<file path="config.mk">
export PLATFORM = sky130hd
export DESIGN_NAME = baccarat_sequencer
export DESIGN_NICKNAME = d
export VERILOG_FILES = /design/src/rtl/baccarat_pkg.sv /design/src/rtl/baccarat_sequencer_banker_draw_rule.sv /design/src/rtl/baccarat_sequencer.sv
export SDC_FILE = /design/constraint.sdc
export NUM_CORES = 1
export LEC_CHECK = 0
export BUFFER_PORTS_ARGS = -buffer_cell sky130_fd_sc_hd__buf_2
export CAP_MARGIN = 20
export CORE_MARGIN = 8
export CORE_UTILIZATION = 40
export CTS_CLUSTER_SIZE = 24
export DETAILED_ROUTE_END_ITERATION = 12
export PLACE_DENSITY = 0.67
export SLEW_MARGIN = 15
export SYNTH_ARGS = -nofsm -noshare
export SYNTH_HDL_FRONTEND = slang
export SYNTH_SLANG_ARGS = --single-unit
export TNS_END_PERCENT = 30
</file>
<file path="constraint.sdc">
create_clock -name slow_clock -period 2.6 [get_ports slow_clock]
set_input_delay 0.52 -clock slow_clock [delete_from_list [all_inputs] [get_ports slow_clock]]
set_output_delay 0.52 -clock slow_clock [all_outputs]
set_load 0.01 [all_outputs]
</file>
<file path="src/rtl/baccarat_pkg.sv">
// rtl/baccarat_pkg.sv - shared states and thresholds for the baccarat hand sequencer
package baccarat_pkg;

    localparam int SCORE_W          = 4;
    localparam int NATURAL_MIN      = 8;
    localparam int PLAYER_STAND_MIN = 6;
    localparam int BANKER_STAND     = 7;

    typedef enum logic [3:0] {
        P1,
        D1,
        P2,
        D2,
        EVAL,
        P3,
        BANK,
        D3,
        DONE
    } state_t;

endpackage

</file>
<file path="src/rtl/baccarat_sequencer_banker_draw_rule.sv">
// rtl/baccarat_sequencer_banker_draw_rule.sv - banker third-card tableau after the player drew
import baccarat_pkg::*;

module banker_draw_rule (
    input  logic [SCORE_W-1:0] dscore,
    input  logic [SCORE_W-1:0] pcard3,
    output logic               draw
);

    always_comb begin
        draw = 1'b0;
        if (dscore < SCORE_W'(3)) begin
            draw = 1'b1;
        end else if (dscore < SCORE_W'(BANKER_STAND)) begin
            case (dscore)
                SCORE_W'(3): draw = (pcard3 != SCORE_W'(8));
                SCORE_W'(4): draw = (pcard3 >= SCORE_W'(2)) && (pcard3 <= SCORE_W'(7));
                SCORE_W'(5): draw = (pcard3 >= SCORE_W'(4)) && (pcard3 <= SCORE_W'(7));
                SCORE_W'(6): draw = (pcard3 >= SCORE_W'(6)) && (pcard3 <= SCORE_W'(7));
                default:     draw = 1'b0;
            endcase
        end
    end

endmodule

</file>
<file path="src/rtl/baccarat_sequencer.sv">
// rtl/baccarat_sequencer.sv - deal/draw/settle FSM driving datapath card loads and result lights
import baccarat_pkg::*;

module baccarat_sequencer (
    input  logic               slow_clock,
    input  logic               reset,
    input  logic               advance,
    input  logic [SCORE_W-1:0] pscore,
    input  logic [SCORE_W-1:0] dscore,
    input  logic [SCORE_W-1:0] pcard3,
    output logic               load_pcard1,
    output logic               load_pcard2,
    output logic               load_pcard3,
    output logic               load_dcard1,
    output logic               load_dcard2,
    output logic               load_dcard3,
    output logic               player_win_light,
    output logic               dealer_win_light
);

    state_t state;
    logic   banker_draw;
    logic   go;
    logic   natural;

    banker_draw_rule u_rule (
        .dscore (dscore),
        .pcard3 (pcard3),
        .draw   (banker_draw)
    );

    // reset gates the strobes so the datapath sees nothing while the hand is abandoned
    assign go      = advance && !reset;
    assign natural = (pscore >= SCORE_W'(NATURAL_MIN)) || (dscore >= SCORE_W'(NATURAL_MIN));

    assign load_pcard1 = go && (state == P1);
    assign load_dcard1 = go && (state == D1);
    assign load_pcard2 = go && (state == P2);
    assign load_dcard2 = go && (state == D2);
    assign load_pcard3 = go && (state == P3);
    assign load_dcard3 = go && (state == D3);

    // every branch into DONE latches the lights; >= on both sides makes a tie light both
    always_ff @(posedge slow_clock or posedge reset) begin
        if (reset) begin
            state            <= P1;
            player_win_light <= 1'b0;
            dealer_win_light <= 1'b0;
        end else if (advance) begin
            case (state)
                P1:   state <= D1;
                D1:   state <= P2;
                P2:   state <= D2;
                D2:   state <= EVAL;
                EVAL: begin
                    if (natural) begin
                        state            <= DONE;
                        player_win_light <= (pscore >= dscore);
                        dealer_win_light <= (dscore >= pscore);
                    end else if (pscore < SCORE_W'(PLAYER_STAND_MIN)) begin
                        state <= P3;
                    end else if (dscore < SCORE_W'(PLAYER_STAND_MIN)) begin
                        state <= D3;
                    end else begin
                        state            <= DONE;
                        player_win_light <= (pscore >= dscore);
                        dealer_win_light <= (dscore >= pscore);
                    end
                end
                P3:   state <= BANK;
                BANK: begin
                    if (banker_draw) begin
                        state <= D3;
                    end else begin
                        state            <= DONE;
                        player_win_light <= (pscore >= dscore);
                        dealer_win_light <= (dscore >= pscore);
                    end
                end
                D3: begin
                    state            <= DONE;
                    player_win_light <= (pscore >= dscore);
                    dealer_win_light <= (dscore >= pscore);
                end
                DONE:    state <= DONE;
                default: state <= P1;
            endcase
        end
    end

endmodule
</file>
# == Word level (Yosys, flattened, before mapping) ==
# Index checks and enable logic that the tools add are counted.
# totals
word_cells,65
input_bits,15
ff_bits,6
# classes
order_cmp,12
n_mux,18
eq_ne,16
reduce_logical,16
# op_table
op,n
$pmux 4 s8,1
$eq 4x3->1 const B,7
$mux 4,4
$eq 4x2->1 const B,3
$lt 4x3->1 const B,3
$logic_and 1x1->1,10
$mux 1,10
$ge 4x3->1 const B,2
$ge 4x4->1,2
$ge 4x4->1 const B,2
$ne 3x3->1 const B,2
$pmux 1 s3,2
$reduce_and 5->1,1
$eq 4x1->1 const B,1
$eq 4x4->1 const B,1
$ge 4x2->1 const B,1
$le 4x3->1 const B,1
$logic_not 4->1,1
$lt 4x2->1 const B,1
$ne 4x4->1 const B,1
$pmux 1 s4,1
$reduce_bool 3->1,1
$ne 2x2->1 const B,1
$reduce_or 2->1,1
other kinds (2),2

# == Logic depth before layout (Yosys ltp) ==
# Gate-level depths: netlist of run 1.
# depth
depth_word,7
depth_mapped,6
depth_no_buf,6

# == Hierarchy ==
# Synthesis of run 1 repeated with hierarchy kept, for this count alone.
# hier_totals
hier_cells,70
hier_area_um2,583.1
# modules_own_cells
module,area_each_um2,seq_area_each_um2,instances,cells_per_inst
baccarat_sequencer,535.5,150.1,1,63
banker_draw_rule,47.5,0.0,1,7

# == Least setup slack after synthesis of run 1 ==
# OpenSTA, ideal clock, no wires.
# synth_timing
path_type,register to output
from,reg state[3]
to,out load_pcard1
slack_ns,0.864
path_stages_with_launch,5
arrival_ns,1.216
cell_sequence,dfrtp_1 buf_2 nand2b_1 nor3_1 nor3b_1
# synth_between
elab_chain_cells,2
# synth_rtl
item,line_no,text
"start, declared",baccarat_sequencer.sv:21,state_t state;
"start signal, assigned",baccarat_sequencer.sv:46,state <= P1;
"start signal, assigned",baccarat_sequencer.sv:51,P1: state <= D1;
"start signal, assigned",baccarat_sequencer.sv:52,D1: state <= P2;
$logic_not 4->1,baccarat_sequencer.sv:36,assign load_pcard1 = go && (state == P1);
$logic_and 1x1->1,baccarat_sequencer.sv:36,
"end, declared",baccarat_sequencer.sv:11,"output logic load_pcard1,"
# No other way between the ends.

# == Worst setup path in the final report of run 1 ==
# Ends and elaborated chain as after synthesis.

==> impl_metrics.py, run 1 <==
metrics = {
    "detailed_routing": {
        "drtAntennaViolNets": 0,
        "dr_wl_met2_um": 675,
        "postRouteWirelength_um": 1526,
        "wl_met3_um": 131,
        "drc": 0,
        "vias_per_cell": 5.529,
        "wl_met1_um": 701,
        "drt_iter0_markers": 12,
        "dr.pass1.iters": 4,
        "wl_per_cell_um": 12.82,
        "top_layer": "met4",
        "vias": 658,
    },
    "die": {
        "start_util_pct": 42.10,
        "num_rows": 14,
        "ios": 23,
        "core_um2": 1489,
        "die_h_um": 55.59,
        "dieWidth_um": 55.59,
        "dieArea_um2": 3090,
    },
    "setup_path": {
        "worstSetupPathType": "flop to primary output",
        "required_ns": 2.08,
        "worst_setup_path_end_kind": "primary output",
        "cp-start-kind": "flop",
        "crit_arrival_ns": 1.55,
        "crit_path_max_fanout": 9,
    },
    "placement": {
        "placed_cells": 116,
        "dpl.hpwl_um": 1249,
        "place_congestion": 0.7831,
        "port_buffers": 22,
    },
    "logic_synthesis": {
        "synth_warnings": 0,
        "ys_ff_latch": 6,
        "yosys.cell_types.count": 35,
        "ys_top_cells_by_area": "dfrtp_1 (24%), ha_1 (8.0%), inv_1 (5.4%), nor2_1 (5.4%), a21oi_1 (3.2%)",
        "synth_top_area_share_pct": 23.95,
        "netlist_instances": 82,
        "syn_avg_cell_area_um2": 7.645,
        "syn_nets": 101,
        "ys_seq_area_share_pct": 23.95,
        "synth_largest_area_cell": "dfrtp_1",
        "synthesis.area_um2": 626.9,
    },
    "sta": {
        "rsz0062_at_grt": "false",
        "fin_setup_tns_ns": 0,
        "fin_crit_sh_pct": 79.66,
        "fin_crit_ns": 2.071,
        "setup_violations": 0,
        "slew_violations": 0,
        "relSlewSlack_pct": 73.10,
        "max_freq_ghz": 0.4828,
        "worst_slew_pin_slew_ns": 0.4035,
        "hold_violations": 0,
        "finClkSkew_ns": 0.005736,
    },
    "power": {
        "ir_worst_vdd_v": 0.0005789,
        "finalPower_w": 0.0005355,
        "p_leak_nw": 0.3848,
        "power_density_nw_per_um2": 703.9,
    },
    "clocking": {
        "cts_resized": 0,
        "clkTransAtPathRegs_ns": 0.04,
        "clock_latency_ns": 0.24,
        "cts_buffers": 3,
        "cts_sinks": 6,
        "hold_buffers": 0,
        "postCtsSetupRepairBufs": 0,
        "cts_tree": "done",
        "clockBufferDepth": 2,
        "cts_root_buffer": "clkbuf_4",
        "h-tree-depth": 1,
    },
    "layout": {
        "syn2layout_area_growth_pct": 21.36,
        "diodes": 0,
        "most-common-layout-cells": "buf_2 (22), inv_1 (9), nor2_1 (9)",
        "final_common_cell": "buf_2",
        "nets": 124,
        "drive_gt1_share_pct": 26.21,
        "fin_util_pct": 51.09,
        "regArea_um2": 150.1,
        "stdcell_count": 119,
        "multi_input_area_um2": 424.2,
        "fillers": 159,
    },
    "hold_path": {
        "hold_path.class": "input port to asynchronous set/reset pin",
    },
    "global_route": {
        "first_global_vias": 668,
        "grt_max_degree": 15,
        "grt_pass1_wl_um": 2801,
        "antenna_found_initial": 0,
        "grt_overflow": 0,
        "track_usage_pct": 10.69,
    },
    "flow_run": {
        "drv_cap": 0,
    },
    "run_status": {
        "status": "completed",
    },
}
==> report_power, final <==
group	switching (W)	internal [W]
Combinational	0.000122	0.000108
Clock	0.0000306	0.0000520
Sequential	0.0000868	0.000136
Total	0.000239	0.000296
==> critical path: stages (launching register included) <==
cell and delay [ns]:
dfrtp_1 0.47, nand2b_1 0.25, nor3_1 0.23, nor3b_1 0.20, buf_2 0.16
==> flip-flops by register name (all words and copies together), names as in the netlist <==
| name | count |
|---|---|
| state | 4 |
| dealer_win_light | 1 |
| player_win_light | 1 |
==> Yosys cell counts <==
cell / instances
mux2i_1: 1
a22o_4: 1
a211o_1: 1
o31ai_1: 1
o21ai_1: 1
o21bai_1: 1
o21ai_0: 4
nand3b_1: 1
nand2b_1: 3
dfrtp_1: 6
a31oi_1: 1
nor3_1: 3
a21oi_4: 1
a21oi_1: 4
nor3b_1: 1
and4_1: 1
nand3_1: 4
mux2_1: 1
nor4b_1: 1
nor2_1: 9
ha_1: 4
a211oi_1: 2
and3_1: 2
a21boi_0: 1
nand4_1: 3
and4bb_1: 1
buf_2: 3
nand2_1: 4
a22oi_1: 1
o22ai_1: 1
a2111oi_0: 1
nor2b_1: 2
inv_1: 9
o211ai_1: 1
clkbuf_1: 1
==> metal layers <==
metal / vias to the layer above / track usage [%]
met1: 295 / 12.89
met4: 0 / 4.577
li1: 338 / -
met5: - / 0
met3: 5 / 5.936
met2: 20 / 15.06
==> stage by stage <==
| step | instance area (um2) | hold slack [ns] | worst slack [ns] |
|---|---|---|---|
| 3_3_place_gp | 738.2 | 0.4646 | 0.7576 |
| 3_5_place_dp | 738.2 | 0.4629 | 0.7380 |
| 2_1_floorplan | 626.9 | 0.3110 | 0.8639 |
| 4_1_cts | 760.7 | 0.1984 | 0.5265 |
| 5_1_grt | 760.7 | 0.2179 | 0.3643 |
| 6_report | 760.7 | 0.2001 | 0.5289 |
==> path summary, 6_finish.rpt <==
path,startpoint,to,slack (ns),cells past startpoint
setup / recovery,state[3],load_pcard1,0.53,4
max in group asynchronous,reset,dealer_win_light,2.21,2
hold / removal,reset,state[2],0.20,2
min in group slow_clock,dealer_win_light,dealer_win_light,0.49,1
hold reg to reg,dealer_win_light,dealer_win_light,0.49,1
setup reg to reg,state[0],dealer_win_light,1.03,4
==> logic make-up (layout without fill, tap and decap cells) <==
family,count (synthesis),in the layout,synth area share (%)
buffers and inverters,13,34,8.382
adder cells (fa/ha/maj),4,4,7.984
multiplexers,2,2,3.393
AND/OR/NAND/NOR,35,35,30.54
AO/OA/AOI/OAI,22,22,25.75
flip-flops,6,6,23.95
==> layout make-up <==
type / instances / share of cell area, %
inverter: 9 / 4.441
timing repair buffer: 22 / 14.47
multi-input combinational: 63 / 55.76
clock buffer: 3 / 2.961
sequential: 6 / 19.74
tap: 16 / 2.632
No activity file was read; power rests on OpenSTA's default activity.
==> run 2, diff against run 1 <==
--- a/config.mk
+++ b/config.mk
@@ -5,13 +5,14 @@
 export SDC_FILE = /design/constraint.sdc
 export NUM_CORES = 1
 export LEC_CHECK = 0
+export ABC_AREA = 1
 export BUFFER_PORTS_ARGS = -buffer_cell sky130_fd_sc_hd__buf_2
 export CAP_MARGIN = 20
 export CORE_MARGIN = 8
 export CORE_UTILIZATION = 40
 export CTS_CLUSTER_SIZE = 24
 export DETAILED_ROUTE_END_ITERATION = 12
-export PLACE_DENSITY = 0.67
+export PLACE_DENSITY = 0.66
 export SLEW_MARGIN = 15
 export SYNTH_ARGS = -nofsm -noshare
 export SYNTH_HDL_FRONTEND = slang
==> constraint.sdc (replaced) <==
create_clock -name slow_clock -period 2 [get_ports slow_clock]
set_input_delay 0.4 -clock slow_clock [delete_from_list [all_inputs] [get_ports slow_clock]]
set_output_delay 0.4 -clock slow_clock [all_outputs]
set_load 0.01 [all_outputs]
==> impl_metrics.py, run 2 <==
metrics = {
    "run_status": {
        "status": "completed",
    },
    "setup_path": {
        "crit_path_max_fanout": 4,
        "r2r_slack_ns": 0.78,
        "required_ns": 1.60,
        "r2r_end": "dealer_win_light",
        "crit_arrival_ns": 1.38,
        "worstSetupPathType": "flop to primary output",
        "reg2reg_from": "state[3]",
        "cp-start-kind": "flop",
        "worst_setup_path_end_kind": "primary output",
        "r2r_cells": 6,
    },
    "clocking": {
        "cts_buffers": 3,
        "hold_buffers": 0,
        "cts_resized": 0,
        "cts_sinks": 6,
        "clkTransAtPathRegs_ns": 0.04,
        "cts_root_buffer": "clkbuf_4",
        "h-tree-depth": 1,
        "clockBufferDepth": 2,
        "postCtsSetupRepairBufs": 0,
        "clock_latency_ns": 0.24,
        "cts_tree": "done",
    },
    "global_route": {
        "first_global_vias": 701,
        "antenna_found_initial": 0,
        "grt_max_degree": 7,
        "grt_overflow": 0,
        "track_usage_pct": 9.717,
        "grt_pass1_wl_um": 2656,
    },
    "placement": {
        "dpl.hpwl_um": 1400,
        "placed_cells": 146,
        "placed_area_um2": 803.3,
        "port_buffers": 22,
        "place_congestion": 0.9248,
    },
    "flow_run": {
        "drv_cap": 0,
    },
    "sta": {
        "max_freq_ghz": 0.5606,
        "rsz0062_at_grt": "false",
        "hold_ws_ns": 0.07922,
        "fin_crit_sh_pct": 89.19,
        "finClkSkew_ns": 0.002770,
        "fin_crit_ns": 1.784,
        "relSlewSlack_pct": 83.35,
        "hold_violations": 0,
        "slew_violations": 0,
        "worst_slew_pin_slew_ns": 0.2484,
        "setup_violations": 0,
        "fin_setup_tns_ns": 0,
    },
    "logic_synthesis": {
        "synth-main-ff-cell": "dfrtp_1",
        "syn_nets": 126,
        "synth_warnings": 0,
        "synth_largest_area_cell": "dfrtp_1",
        "synthesis.area_um2": 671.9,
        "async_flop_share_pct": 100.0,
        "synth_enable_flop_cells": 0,
        "synth_top_area_share_pct": 22.35,
        "netlist_instances": 107,
        "syn_avg_cell_area_um2": 6.279,
        "ys_top_cells_by_area": "dfrtp_1 (22%), nand2_1 (19%), nand3_1 (8.2%), ha_1 (7.4%), inv_1 (5.6%)",
        "yosysMostFrequentCell": "nand2_1",
        "synth.top_cells.by_count": "nand2_1 (34), nand3_1 (11), inv_1 (10)",
        "ys_seq_area_share_pct": 22.35,
        "ys_ff_latch": 6,
        "yosys.cell_types.count": 23,
    },
    "detailed_routing": {
        "dr.pass1.iters": 4,
        "vias_per_cell": 4.886,
        "dr_wl_met2_um": 804,
        "wl_per_cell_um": 10.48,
        "wl_met3_um": 94,
        "top_layer": "met4",
        "postRouteWirelength_um": 1562,
        "vias": 728,
        "drt_iter0_markers": 10,
        "wl_met1_um": 653,
        "drc": 0,
        "drtAntennaViolNets": 0,
    },
    "layout": {
        "final_common_cell": "nand2_1",
        "largest_register_ffs": 4,
        "reg_top3": "state (4), dealer_win_light (1), player_win_light (1)",
        "regMostFlops": "state",
        "drive_gt1_share_pct": 34.09,
        "nets": 153,
        "stdcell_count": 149,
        "diodes": 0,
        "finalInstanceArea_um2": 825.8,
        "most-common-layout-cells": "nand2_1 (34), buf_2 (22), nand3_1 (11)",
        "syn2layout_area_growth_pct": 22.91,
    },
    "die": {
        "die_h_um": 56.99,
        "dieArea_um2": 3247,
        "dieWidth_um": 56.99,
        "num_rows": 15,
        "core_um2": 1652,
        "start_util_pct": 40.68,
        "ios": 23,
    },
    "power": {
        "power_density_nw_per_um2": 996.7,
        "p_leak_nw": 0.4879,
        "finalPower_w": 0.0008230,
        "ir_worst_vdd_v": 0.0006221,
    },
    "hold_path": {
        "hold_path.class": "input port to asynchronous set/reset pin",
    },
}
run 2: cell types whose count changed after synthesis, moves of 3 or more:
cell,before,now
o21ai_0,4,1
inv_2,0,9
nand2b_1,3,0
nand2_1,4,34
buf_2,3,0
nand3_1,4,11
run 2: layout make-up:
cell class	count	area, um2
clock buffers	3	22.52
fillers	171	825.8
inverters	21	81.33
multi-input cells	80	440.4
flip-flops and latches	6	150.1
well taps	17	21.27
repair buffers	22	110.1
run 2: cell families after synthesis:
family / count (synthesis) / share of synthesized area (%)
AND/OR/NAND/NOR: 70 / 53.26
buffers and inverters: 21 / 12.10
AO/OA/AOI/OAI: 6 / 4.840
flip-flops: 6 / 22.35
adder cells (fa/ha/maj): 4 / 7.449
run 2: critical path, cell delays in order (launching register included):
cell,delay [ns]
dfrtp_1,0.46
nor2_1,0.24
nand2_1,0.14
nor3_1,0.15
buf_2,0.16
run 2: per-stage QoR:
stage | setup WS [ns] | utilization [%]
2_1_floorplan | 0.5714 | -
3_3_place_gp | 0.4925 | 48.64
3_5_place_dp | 0.4717 | 48.64
4_1_cts | 0.2060 | 50.00
5_1_grt | 0.03240 | 50.00
6_report | 0.2162 | 50.00
run 2: how the worst max path moves through the flow:
stage                     slack [ns]     endpoint  startpoint
after global routing            0.03  load_pcard1    state[3]
after detailed placement        0.47  load_pcard1     advance
after floorplan                 0.57  load_pcard1    state[3]
final                           0.22  load_pcard1    state[3]
after CTS                       0.21  load_pcard1    state[3]
after global placement          0.49  load_pcard1     advance
run 2: layer usage:
layer | vias up | global-route usage, %
met3 | 2 | 2.439
li1 | 390 | -
met4 | 0 | 6.040
met2 | 13 | 16.59
met1 | 323 | 10.36
met5 | - | 0
run 2: power breakdown:
group	total, W	switching, W	internal [W]
logic	0.000470	0.000298	0.000172
registers	0.000247	0.0000694	0.000178
clock network	0.000105	0.0000379	0.0000675
total	0.000823	0.000406	0.000417
==> run 3, diff against run 2 <==
--- a/config.mk
+++ b/config.mk
@@ -12,6 +12,7 @@
 export CORE_UTILIZATION = 40
 export CTS_CLUSTER_SIZE = 24
 export DETAILED_ROUTE_END_ITERATION = 12
+export MAX_ROUTING_LAYER = met4
 export PLACE_DENSITY = 0.66
 export SLEW_MARGIN = 15
 export SYNTH_ARGS = -nofsm -noshare
==> impl_metrics.py, run 3 (same netlist as run 2, synthesis figures left out) <==
metrics = {
    "run_status": {
        "status": "completed",
    },
    "placement": {
        "dpl.hpwl_um": 1400,
        "dp_slack_ns": 0.4717,
        "place_congestion": 0.9410,
        "port_buffers": 22,
    },
    "die": {
        "ios": 23,
        "dieWidth_um": 56.99,
        "num_rows": 15,
        "core_um2": 1652,
        "dieArea_um2": 3247,
        "die_h_um": 56.99,
        "start_util_pct": 40.68,
    },
    "clocking": {
        "clock_latency_ns": 0.24,
        "h-tree-depth": 1,
        "postCtsSetupRepairBufs": 0,
        "cts_resized": 0,
        "cts_root_buffer": "clkbuf_4",
        "clockBufferDepth": 2,
        "cts_tree": "done",
        "hold_buffers": 0,
        "cts_sinks": 6,
        "clkTransAtPathRegs_ns": 0.04,
        "cts_buffers": 3,
    },
    "sta": {
        "setup_violations": 0,
        "fin_ws_ns": 0.2163,
        "finClkSkew_ns": 0.002769,
        "worst_slew_pin_slew_ns": 0.2484,
        "relSlewSlack_pct": 83.35,
        "slew_violations": 0,
        "fin_crit_sh_pct": 89.19,
        "max_freq_ghz": 0.5606,
        "fin_setup_tns_ns": 0,
        "hold_violations": 0,
        "rsz0062_at_grt": "false",
        "fin_crit_ns": 1.784,
    },
    "global_route": {
        "antenna_found_initial": 0,
        "track_usage_pct": 9.972,
        "grt_overflow": 0,
        "first_global_vias": 702,
        "grt_pass1_wl_um": 2656,
        "grt_max_degree": 7,
    },
    "layout": {
        "final_common_cell": "nand2_1",
        "reg_top3": "state (4), dealer_win_light (1), player_win_light (1)",
        "regMostFlops": "state",
        "multi_input_area_um2": 440.4,
        "largest_register_ffs": 4,
        "diodes": 0,
        "fillers": 171,
        "nets": 153,
        "syn2layout_area_growth_pct": 22.91,
        "regArea_um2": 150.1,
        "drive_gt1_share_pct": 34.09,
        "most-common-layout-cells": "nand2_1 (34), buf_2 (22), nand3_1 (11)",
    },
    "setup_path": {
        "worst_setup_path_end_kind": "primary output",
        "worstSetupPathType": "flop to primary output",
        "r2r_cells": 6,
        "reg2reg_from": "state[3]",
        "crit_arrival_ns": 1.38,
        "cp-start-kind": "flop",
        "required_ns": 1.60,
        "r2r_end": "dealer_win_light",
        "r2r_slack_ns": 0.78,
        "crit_path_max_fanout": 4,
    },
    "hold_path": {
        "hold_path.class": "input port to asynchronous set/reset pin",
    },
    "power": {
        "power_density_nw_per_um2": 996.7,
        "p_leak_nw": 0.4879,
        "ir_worst_vdd_v": 0.0006221,
    },
    "detailed_routing": {
        "drtAntennaViolNets": 0,
        "drc": 0,
        "dr.pass1.iters": 4,
        "vias": 728,
        "vias_per_cell": 4.886,
        "wl_per_cell_um": 10.49,
        "drt_iter0_markers": 10,
        "postRouteWirelength_um": 1563,
    },
    "flow_run": {
        "drv_cap": 0,
    },
}
[run 3: cell type report]
cell class	instances	share of cell area [%]
repair buffers	22	13.33
inverters	21	9.848
clock buffers	3	2.727
well taps	17	2.576
multi-input cells	80	53.33
flip-flops and latches	6	18.18
[run 3: through the flow]
stage | hold slack (ns) | total power, W | cells | util, % | instance area (um2)
finish | 0.07923 | 0.0008230 | 149 | 50.00 | 825.8
CTS | 0.07727 | 0.0008366 | 149 | 50.00 | 825.8
global route | 0.08552 | 0.0009148 | 149 | 50.00 | 825.8
global placement | 0.3323 | 0.0007211 | 146 | 48.64 | 803.3
floorplan | 0.1910 | 0.0006007 | 107 | - | 671.9
detailed placement | 0.3355 | 0.0007229 | 146 | 48.64 | 803.3
[run 3: per-layer routing]
| layer | vias to the layer above | track usage (%) | share of wire, % |
|---|---|---|---|
| li1 | 390 | - | - |
| met1 | 323 | 10.36 | 42 |
| met2 | 13 | 16.59 | 51 |
| met3 | 2 | 2.439 | 6.0 |
| met4 | 0 | 6.040 | 0.77 |
| met5 | - | - | 0 |
[run 3: how the worst max path moves through the flow]
stage             start           to  cells past startpoint  slack, ns
3_3_place_gp    advance  load_pcard1                      6       0.49
5_1_grt        state[3]  load_pcard1                      4       0.03
3_5_place_dp    advance  load_pcard1                      6       0.47
2_1_floorplan  state[3]  load_pcard1                      3       0.57
6_report       state[3]  load_pcard1                      4       0.22
4_1_cts        state[3]  load_pcard1                      4       0.21
[run 3: where the power goes]
group          leakage (nW)  total [W]  internal, W  switching [W]
clock network        0.0138   0.000105    0.0000675      0.0000379
logic                 0.397   0.000470     0.000172       0.000298
registers            0.0769   0.000247     0.000178      0.0000694
[run 3: critical path: stages, from the launching register on]
cell and delay, ns:
dfrtp_1 0.46, nor2_1 0.24, nand2_1 0.14, nor3_1 0.15, buf_2 0.16
